$ cat src/rtl/rsa_modexp_ctrl_if.sv
// Bus between the modexp sequencer, its requester and the external divider.
// The master side drives requests and the divider remainder; the slave is the sequencer.
interface rsa_modexp_ctrl_if #(
   parameter int WIDTH = 16,
   parameter int DW    = 32
);
   logic             start;
   logic [WIDTH-1:0] base;
   logic [WIDTH-1:0] exponent;
   logic [WIDTH-1:0] modulus;
   logic             busy;
   logic             done;
   logic [WIDTH-1:0] result;
   logic             err;
   logic [DW-1:0]    div_a;
   logic [DW-1:0]    div_b;
   logic [DW-1:0]    div_rem;

   modport master (
      output start, base, exponent, modulus, div_rem,
      input  busy, done, result, err, div_a, div_b
   );

   modport slave (
      input  start, base, exponent, modulus, div_rem,
      output busy, done, result, err, div_a, div_b
   );
endinterface

$ cat src/rtl/rsa_modexp_ctrl.sv
// Right-to-left square-and-multiply modexp sequencer.
// All reductions go through one external combinational divider.
module rsa_modexp_ctrl #(
   parameter int WIDTH    = 16,
   parameter int DW       = 32,
   parameter int DIV_WAIT = 0
) (
   input logic               clk,
   input logic               rst,
   rsa_modexp_ctrl_if.slave  bus
);
   typedef enum logic [2:0] {
      S_IDLE,
      S_REDUCE,
      S_MUL,
      S_SQR,
      S_FIN
   } state_t;

   localparam int KW = $clog2(WIDTH + 1);
   localparam int CW = (DIV_WAIT > 0) ? $clog2(DIV_WAIT + 1) : 1;

   state_t           state_q;
   logic             busy_q;
   logic             done_q;
   logic             err_q;
   logic [WIDTH-1:0] result_q;
   logic [WIDTH-1:0] r_q;
   logic [WIDTH-1:0] b_q;
   logic [WIDTH-1:0] e_q;
   logic [WIDTH-1:0] mod_q;
   logic [KW-1:0]    k_q;
   logic [CW-1:0]    cnt_q;
   logic [DW-1:0]    div_a_q;
   logic [DW-1:0]    div_b_q;

   logic [WIDTH-1:0] rem_w;
   logic [DW-1:0]    mul_d;
   logic [DW-1:0]    sqr_d;
   logic [DW-1:0]    bsq_d;
   logic [WIDTH-1:0] e_d;
   logic             op_end;
   logic             unused_rem;

   // Remainder is always below the modulus, so only the low half matters.
   assign rem_w      = bus.div_rem[WIDTH-1:0];
   assign unused_rem = ^bus.div_rem[DW-1:WIDTH];
   assign mul_d      = DW'(r_q) * DW'(rem_w);
   assign sqr_d      = DW'(rem_w) * DW'(rem_w);
   assign bsq_d      = DW'(b_q) * DW'(b_q);
   assign e_d        = e_q >> 1;
   assign op_end     = (cnt_q == CW'(DIV_WAIT));

   assign bus.busy   = busy_q;
   assign bus.done   = done_q;
   assign bus.result = result_q;
   assign bus.err    = err_q;
   assign bus.div_a  = div_a_q;
   assign bus.div_b  = div_b_q;

   // Sequencer: each divider state dwells until op_end, then captures the
   // remainder and registers the next dividend on the same edge.
   always_ff @(posedge clk or posedge rst) begin
      if (rst) begin
         state_q  <= S_IDLE;
         busy_q   <= 1'b0;
         done_q   <= 1'b0;
         err_q    <= 1'b0;
         result_q <= '0;
         r_q      <= '0;
         b_q      <= '0;
         e_q      <= '0;
         mod_q    <= '0;
         k_q      <= '0;
         cnt_q    <= '0;
         div_a_q  <= '0;
         div_b_q  <= '0;
      end else begin
         unique case (state_q)
            S_IDLE: begin
               if (bus.start) begin
                  busy_q   <= 1'b1;
                  result_q <= '0;
                  err_q    <= (bus.modulus == '0);
                  mod_q    <= bus.modulus;
                  cnt_q    <= '0;
                  if (bus.modulus == '0) begin
                     state_q <= S_FIN;
                  end else begin
                     r_q     <= WIDTH'(1);
                     e_q     <= bus.exponent;
                     k_q     <= '0;
                     div_a_q <= DW'(bus.base);
                     div_b_q <= DW'(bus.modulus);
                     state_q <= S_REDUCE;
                  end
               end
            end
            S_REDUCE: begin
               if (!op_end) begin
                  cnt_q <= cnt_q + 1'b1;
               end else begin
                  cnt_q <= '0;
                  b_q   <= rem_w;
                  if (e_q[0]) begin
                     div_a_q <= mul_d;
                     state_q <= S_MUL;
                  end else begin
                     div_a_q <= sqr_d;
                     state_q <= S_SQR;
                  end
               end
            end
            S_MUL: begin
               if (!op_end) begin
                  cnt_q <= cnt_q + 1'b1;
               end else begin
                  cnt_q   <= '0;
                  r_q     <= rem_w;
                  div_a_q <= bsq_d;
                  state_q <= S_SQR;
               end
            end
            S_SQR: begin
               if (!op_end) begin
                  cnt_q <= cnt_q + 1'b1;
               end else begin
                  cnt_q <= '0;
                  b_q   <= rem_w;
                  e_q   <= e_d;
                  k_q   <= k_q + 1'b1;
                  if (k_q == KW'(WIDTH - 1)) begin
                     done_q   <= 1'b1;
                     result_q <= (mod_q == WIDTH'(1)) ? '0 : r_q;
                     state_q  <= S_FIN;
                  end else if (e_d[0]) begin
                     div_a_q <= mul_d;
                     state_q <= S_MUL;
                  end else begin
                     div_a_q <= sqr_d;
                     state_q <= S_SQR;
                  end
               end
            end
            S_FIN: begin
               // Zero-modulus requests arrive here without done and spend
               // one cycle raising it; the normal path arrives with done set.
               if (!done_q) begin
                  done_q <= 1'b1;
               end else begin
                  done_q  <= 1'b0;
                  busy_q  <= 1'b0;
                  state_q <= S_IDLE;
               end
            end
            default: begin
               state_q <= S_IDLE;
            end
         endcase
      end
   end
endmodule

$ cat src/flat_wrapper.sv
// flat-port wrapper written by rule: the top's interface ports become plain ports
module rsa_modexp_ctrl_flat 
#(
   parameter int WIDTH    = 16,
   parameter int DW       = 32,
   parameter int DIV_WAIT = 0
)
  (clk, rst, bus_start, bus_base, bus_exponent, bus_modulus, bus_div_rem, bus_busy, bus_done, bus_result, bus_err, bus_div_a, bus_div_b);
  rsa_modexp_ctrl_if #(.WIDTH(WIDTH), .DW(DW)) bus_i ();
  input logic clk;
  input logic rst;
  input wire logic [$bits(bus_i.start)-1:0] bus_start;
  input wire logic [$bits(bus_i.base)-1:0] bus_base;
  input wire logic [$bits(bus_i.exponent)-1:0] bus_exponent;
  input wire logic [$bits(bus_i.modulus)-1:0] bus_modulus;
  input wire logic [$bits(bus_i.div_rem)-1:0] bus_div_rem;
  output wire logic [$bits(bus_i.busy)-1:0] bus_busy;
  output wire logic [$bits(bus_i.done)-1:0] bus_done;
  output wire logic [$bits(bus_i.result)-1:0] bus_result;
  output wire logic [$bits(bus_i.err)-1:0] bus_err;
  output wire logic [$bits(bus_i.div_a)-1:0] bus_div_a;
  output wire logic [$bits(bus_i.div_b)-1:0] bus_div_b;
  assign bus_i.start = bus_start;
  assign bus_i.base = bus_base;
  assign bus_i.exponent = bus_exponent;
  assign bus_i.modulus = bus_modulus;
  assign bus_i.div_rem = bus_div_rem;
  assign bus_busy = bus_i.busy;
  assign bus_done = bus_i.done;
  assign bus_result = bus_i.result;
  assign bus_err = bus_i.err;
  assign bus_div_a = bus_i.div_a;
  assign bus_div_b = bus_i.div_b;
  rsa_modexp_ctrl #(.WIDTH(WIDTH), .DW(DW), .DIV_WAIT(DIV_WAIT)) u_core (.clk(clk), .rst(rst), .bus(bus_i));
endmodule
$ cat config.mk
export PLATFORM = sky130hd
export DESIGN_NAME = rsa_modexp_ctrl_flat
export DESIGN_NICKNAME = d
export VERILOG_FILES = /design/src/rtl/rsa_modexp_ctrl_if.sv /design/src/rtl/rsa_modexp_ctrl.sv /design/src/flat_wrapper.sv
export SDC_FILE = /design/constraint.sdc
export NUM_CORES = 2
export LEC_CHECK = 0
export ABC_AREA = 1
export ABC_CLOCK_PERIOD_IN_PS = 7500
export CAP_MARGIN = 20
export CORE_AREA = 2 2 260 313
export DETAILED_ROUTE_END_ITERATION = 6
export DIE_AREA = 0 0 262 315
export HOLD_SLACK_MARGIN = 0.02
export PLACE_DENSITY = 0.57
export SLEW_MARGIN = 10
export SYNTH_ARGS = -nofsm -noshare
export SYNTH_HDL_FRONTEND = slang
export SYNTH_SLANG_ARGS = --single-unit
export TNS_END_PERCENT = 50
$ cat constraint.sdc
create_clock -name clk -period 7.5 [get_ports clk]
set_input_delay 1.875 -clock clk [delete_from_list [all_inputs] [get_ports clk]]
set_output_delay 1.875 -clock clk [all_outputs]
set_load 0.05 [all_outputs]
### Word-level counts from Yosys, hierarchy flattened

Index checks and enable logic that the tools add are counted.
Widths: inputs -> output; s select.

* multiplexer cells: 46
* bitwise operators: 2
* reduce and logical (&&, ||, !) cells: 21
* $add $sub $neg: 2
* equal/unequal tests: 14
* multipliers: 3

Operators by type and width (count)
* $mux 32: 8
* $mux 16: 10
* $pmux 32 s4: 1
* $mul 16x16->32: 3
* $pmux 16 s2: 3
* $mux 3: 7
* $eq 16x1->1 const B: 1
* $logic_not 16->1: 1
* $mux 5: 3
* $pmux 3 s5: 1
* $ne 2x2->1 const B: 6
* $reduce_and 4->1: 3
* $pmux 5 s2: 1
* $reduce_bool 2->1: 5
* $mux 1: 9
* $reduce_and 3->1: 3
* $reduce_and 7->1: 1
* $eq 3x2->1 const B: 2
* $pmux 1 s2: 3
* $reduce_and 2->1: 3
* $add 5x1->5 const B: 1
* $eq 5x4->1 const B: 1
* $reduce_and 5->1: 1
* $ne 2x1->1 const B: 2
* other kinds (8): 9

* logic and storage cells: 101
* output and inout port bits: 83
* bits in registers: 140
* input bits: 83

### Depth between registers and ports, before layout

* depth in word-level cells: 5
* depth in mapped cells: 30

### Worst setup path after synthesis

No wires, ideal clock.

* path type: input port to flip-flop
* start point: input bus_div_rem[1]
* end point: register u_core.div_a_q[14], in the netlist u_core.bus.div_a[14]
* path buffers: 2
* arrival: 6.866 ns
* path slack: 0.517 ns
* setup time: 0.118 ns
* stages: 23
* required time: 7.382 ns
* cell sequence: clkbuf_1 > clkbuf_1 > nand2_1 > fa_1 > fa_1 > fa_1 > inv_1 > fa_1 > fa_1 > inv_1 > fa_1 > inv_1 > ha_1 > nand2_1 > inv_1 > nand2_1 > nand2_1 > nand3b_1 > or2_2 > nand2_1 > nand4_1 > nand2_1 > nand2_1

* word-level cells in the longest chain between the ends: 5
* elaborated cells on any way between the ends: 8
* those cells by class: 2 x mul; 6 x mux

Ends and longest elaborated chain
* start, declared: line flat_wrapper.sv:16 `input wire logic [$bits(bus_i.div_rem)-1:0] bus_div_rem;`
* $mul 16x16->32 (on tied branches): line rsa_modexp_ctrl.sv:49, rsa_modexp_ctrl.sv:48
* $mux 32: line rsa_modexp_ctrl.sv:136 `end else if (e_d[0]) begin`
* $mux 32: line rsa_modexp_ctrl.sv:132 `if (k_q == KW'(WIDTH - 1)) begin`
* $mux 32: line rsa_modexp_ctrl.sv:125 `if (!op_end) begin`
* $pmux 32 s4 *: line rsa_modexp_ctrl.sv:79 `unique case (state_q)`
* end signal, assigned: line rsa_modexp_ctrl.sv:93 `div_a_q <= DW'(bus.base);`
* end signal, assigned: line rsa_modexp_ctrl.sv:137 `div_a_q <= mul_d;`
* end signal, assigned: line rsa_modexp_ctrl.sv:140 `div_a_q <= sqr_d;`
* end, declared: line rsa_modexp_ctrl.sv:34 `logic [DW-1:0] div_a_q;`

Mark *: on every way between the ends. The rest lies on a longest branch, timed or not. The select of a mux whose other input is x is not followed.
A chain may end at the register's enable or synchronous reset.

### Final worst setup path

* start point: input bus_div_rem[9]
* end point: register u_core.div_a_q[13], in the netlist u_core.bus.div_a[13]

Same word-level chain as after synthesis.

==> run_results.csv <==
group,metric,value,unit
sta,hold_violations,0,
drt,drt_wl_total,87.65,mm
clock_network,htreeDepth,4,
finish,nets,5464,
clock_network,root_buffer,"clkbuf_16",
drt,first_iter_violations,1587,
global_route,grt_antenna_before_repair,0,
logic_synthesis,synth_compound_area_frac,0.03370,
die,num_rows,114,
clock_network,clk_pin_slew_worst_paths,70,ps
clock_network,cts_tree,"built",
logic_synthesis,yosys.area_share.xor_xnor,0.008040,
status,outcome,"finished, final reports clean",
worst_setup_path,r2r_setup_slack,1150,ps
worst_setup_path,cp-end-kind,"flop",
clock_network,clk_latency,470,ps
die,ios,166,
placed_design,placed_area,35340,µm²
worst_setup_path,worst_ep_arrival_time,7620,ps
global_route,grtUsageTotal,0.2225,
run,cap_violations,0,
hold_path,hold_path_class,"flop to flop",
finish,syn2layout_area_growth,14.22,%
placed_design,port_buffers,133,
logic_synthesis,synth-seq-cells,139,
logic_synthesis,yosysUniqueCellTypes,47,
die,die_y,315,µm
sta,rsz0062_at_grt,"yes",
sta,fmax,138.1,MHz
global_route,grt_max_degree,80,
logic_synthesis,synth_top_family_by_area,"adder cells",
global_route,gr-total-overflow,0,
drt,vias,26490,
worst_setup_path,setup.worst_path.class,"input port to flop",
sta,period_share,0.9652,
worst_setup_path,start_kind,"input port",
die,start_util,0.3955,
drt,vias_per_cell,4.719,
worst_setup_path,worstReg2RegEnd,"u_core.bus.div_a[19]",
sta,period_minus_slack,7239,ps
logic_synthesis,synthAdderAreaFrac,0.4507,
drt,wl_per_cell,15.62,µm
clock_network,cts_made_buffers,17,
drt,drc,0,
sta,slew_headroom,0.3142,
worst_setup_path,r2r_start,"u_core.b_q[9]",
logic_synthesis,avgSynthCellArea,7.267,µm²
clock_network,cts_sinks,139,
logic_synthesis,yosys.area_share.simple,0.2303,
sta,fin_setup_tns,0,ps
clock_network,cts.path.max_buffers,2,
sta,setup_violations,0,
worst_setup_path,worst-path-max-fanout,6,
sta,tightest_slew,1029,ps
drt,dr.pass1.iters,6,
logic_synthesis,yosysWarnings,0,
placed_design,dp_hpwl,73.72,mm
global_route,grt_pass1_wl,143.5,mm
logic_synthesis,synthMuxAreaShare,0,
placed_design,place.gp.congestion,0.9135,
finish,drive_above_1_share,0.06830,
hold_path,min_from,"u_core.mod_q[14]",
sta,finClkSkew,17.87,ps
clock_network,postCtsHoldBufs,0,
logic_synthesis,synth_cells,4347,
hold_path,holdPathStages,2,
die,die_x,262,µm
sta,drv_slew,0,
hold_path,worstHoldEndpoint,"u_core.mod_q[14]",
global_route,first_global_vias,27440,
logic_synthesis,ys_seq_area_frac,0.1101,
worst_setup_path,cp.required,7880,ps
die,core-area,79880,µm²
worst_setup_path,reg2reg_depth,23,
die,die_area,82530,µm²
logic_synthesis,synth_area,31590,µm²
drt,ant_nets,0,
finish,finalInstanceArea,36080,µm²
==> registers in the layout, indices dropped and copies added, names as in the netlist <==
signal	cells
u_core.bus.div_a	32
u_core.b_q	16
u_core.bus.div_b	16
u_core.bus.result	16
u_core.e_q	16
u_core.mod_q	16
u_core.r_q	16
u_core.k_q	5
u_core.state_q	3
u_core.bus.busy	1
u_core.bus.done	1
u_core.bus.err	1
==> synth_stat cells, drive strengths merged <==
cell type | instances | area [µm²]
a31o | 1 | 8.760
clkbuf | 127 | 476.7
nand3b | 14 | 105.1
a31oi | 1 | 6.260
o21ai | 78 | 394.1
conb | 1 | 3.750
o2111ai | 2 | 17.52
inv | 1204 | 4524
fa | 520 | 10410
a41oi | 1 | 16.27
buf | 38 | 271.5
or2 | 21 | 131.4
ha | 306 | 3829
o22ai | 18 | 126.4
o21a | 2 | 15.01
o21bai | 8 | 60.06
a21o | 6 | 45.04
nor3 | 14 | 70.07
a22o | 2 | 17.52
a22oi | 2 | 15.01
nor2 | 190 | 740.7
a32oi | 1 | 8.760
nand3 | 212 | 1061
and2 | 10 | 62.56
nor4 | 4 | 25.02
nand4 | 28 | 181.4
o211ai | 1 | 7.510
a21oi | 63 | 326.6
clkinv | 1 | 3.750
dfrtp | 139 | 3478
and3 | 1 | 6.260
xnor2 | 15 | 131.4
nand2 | 1302 | 4892
xor2 | 14 | 122.6
==> worst max path at each step <==
stage | startpoint | to | slack (ps) | depth (start not counted)
after floorplan | bus_div_rem[1] | u_core.bus.div_a[14] | 520 | 23
after global placement | bus_div_rem[8] | u_core.bus.div_a[13] | -450 | 26
after detailed placement | bus_div_rem[8] | u_core.bus.div_a[13] | -480 | 26
after CTS | bus_div_rem[8] | u_core.bus.div_a[13] | 1 | 26
after global routing | bus_div_rem[10] | u_core.bus.div_a[24] | -3 | 26
final | bus_div_rem[9] | u_core.bus.div_a[13] | 260 | 28
==> cells by family after synthesis <==
group,count (synthesis)
other cells,1
simple gates,1796
flops,139
buf+inv,1370
compound gates,186
xor+xnor,29
fa+ha+maj,826
==> timing repair <==
| item | 4_1_cts | 5_1_grt |
|---|---|---|
| setup buffers | 0 | 0 |
| setup endpoints to repair | 0 | 20 |
| resized for setup | 0 | 32 |
==> cell usage in the layout (no fill, tap or decap), types with 3 or more instances in the layout <==
| master | count |
|---|---|
| nand4_1 | 27 |
| o21ai_1 | 16 |
| nor2_1 | 174 |
| inv_1 | 1192 |
| buf_4 | 184 |
| nor2_2 | 13 |
| nand3_2 | 8 |
| xor2_1 | 14 |
| a21oi_1 | 59 |
| o21bai_1 | 6 |
| inv_6 | 8 |
| or2_2 | 21 |
| conb_1 | 16 |
| fa_1 | 520 |
| clkbuf_16 | 17 |
| inv_2 | 9 |
| inv_8 | 3 |
| buf_12 | 20 |
| xnor2_1 | 15 |
| o21ai_0 | 60 |
| ha_1 | 303 |
| dfrtp_1 | 139 |
| nor4_1 | 4 |
| nand3_1 | 204 |
| nand2_1 | 1300 |
| nand3b_1 | 14 |
| a21oi_2 | 3 |
| and2_1 | 10 |
| a21o_1 | 6 |
| nor3_1 | 14 |
| o22ai_1 | 17 |
| nor2_4 | 3 |
| clkdlybuf4s50_1 | 131 |
==> per-layer routing <==
layer,global-route usage,up-vias,share of wire
li1,-,12980,-
met1,0.2789,12910,0.42
met2,0.4050,490,0.51
met3,0.01528,116,0.035
met4,0.07075,0,0.034
met5,0,-,0
==> per-stage QoR <==
step | util | std cells | hold slack (ps) | worst slack (ps)
2_1_floorplan | - | 4362 | 442.2 | 516.7
3_3_place_gp | 0.4425 | 5580 | 453.7 | -453.2
3_5_place_dp | 0.4425 | 5580 | 457.0 | -482.3
4_1_cts | 0.4503 | 5612 | 474.2 | 1.438
5_1_grt | 0.4517 | 5612 | 487.2 | -3.034
6_report | 0.4517 | 5613 | 473.2 | 261.0
==> critical path, cell delays in order <==
cell,delay [ps]
clkdlybuf4s50_1,440
buf_12,160
nand2_1,80
inv_1,60
fa_1,500
inv_1,50
fa_1,530
inv_1,50
fa_1,510
inv_1,60
fa_1,530
inv_1,50
fa_1,480
inv_1,50
fa_1,480
inv_1,40
ha_1,330
nand2_1,150
inv_1,70
a21oi_2,170
nand3_2,160
a21oi_1,200
o21ai_2,100
buf_4,140
nand2_1,50
nor2_1,50
buf_4,140
o21ai_1,100
==> area by class of cell <==
cell class / count / area [µm²]
clock buffers: 17 / 425.4
inverters: 1205 / 4533
multi-input cells: 2853 / 23000
flip-flops and latches: 139 / 3478
clock inverters: 15 / 196.4
diodes: 1 / 2.502
fillers: 8197 / 43790
well taps: 1044 / 1306
repair buffers: 339 / 3141
Power is left out: the tool's default activity adds up to more than one toggle a clock period on the data nets, which glitch-free logic cannot reach.
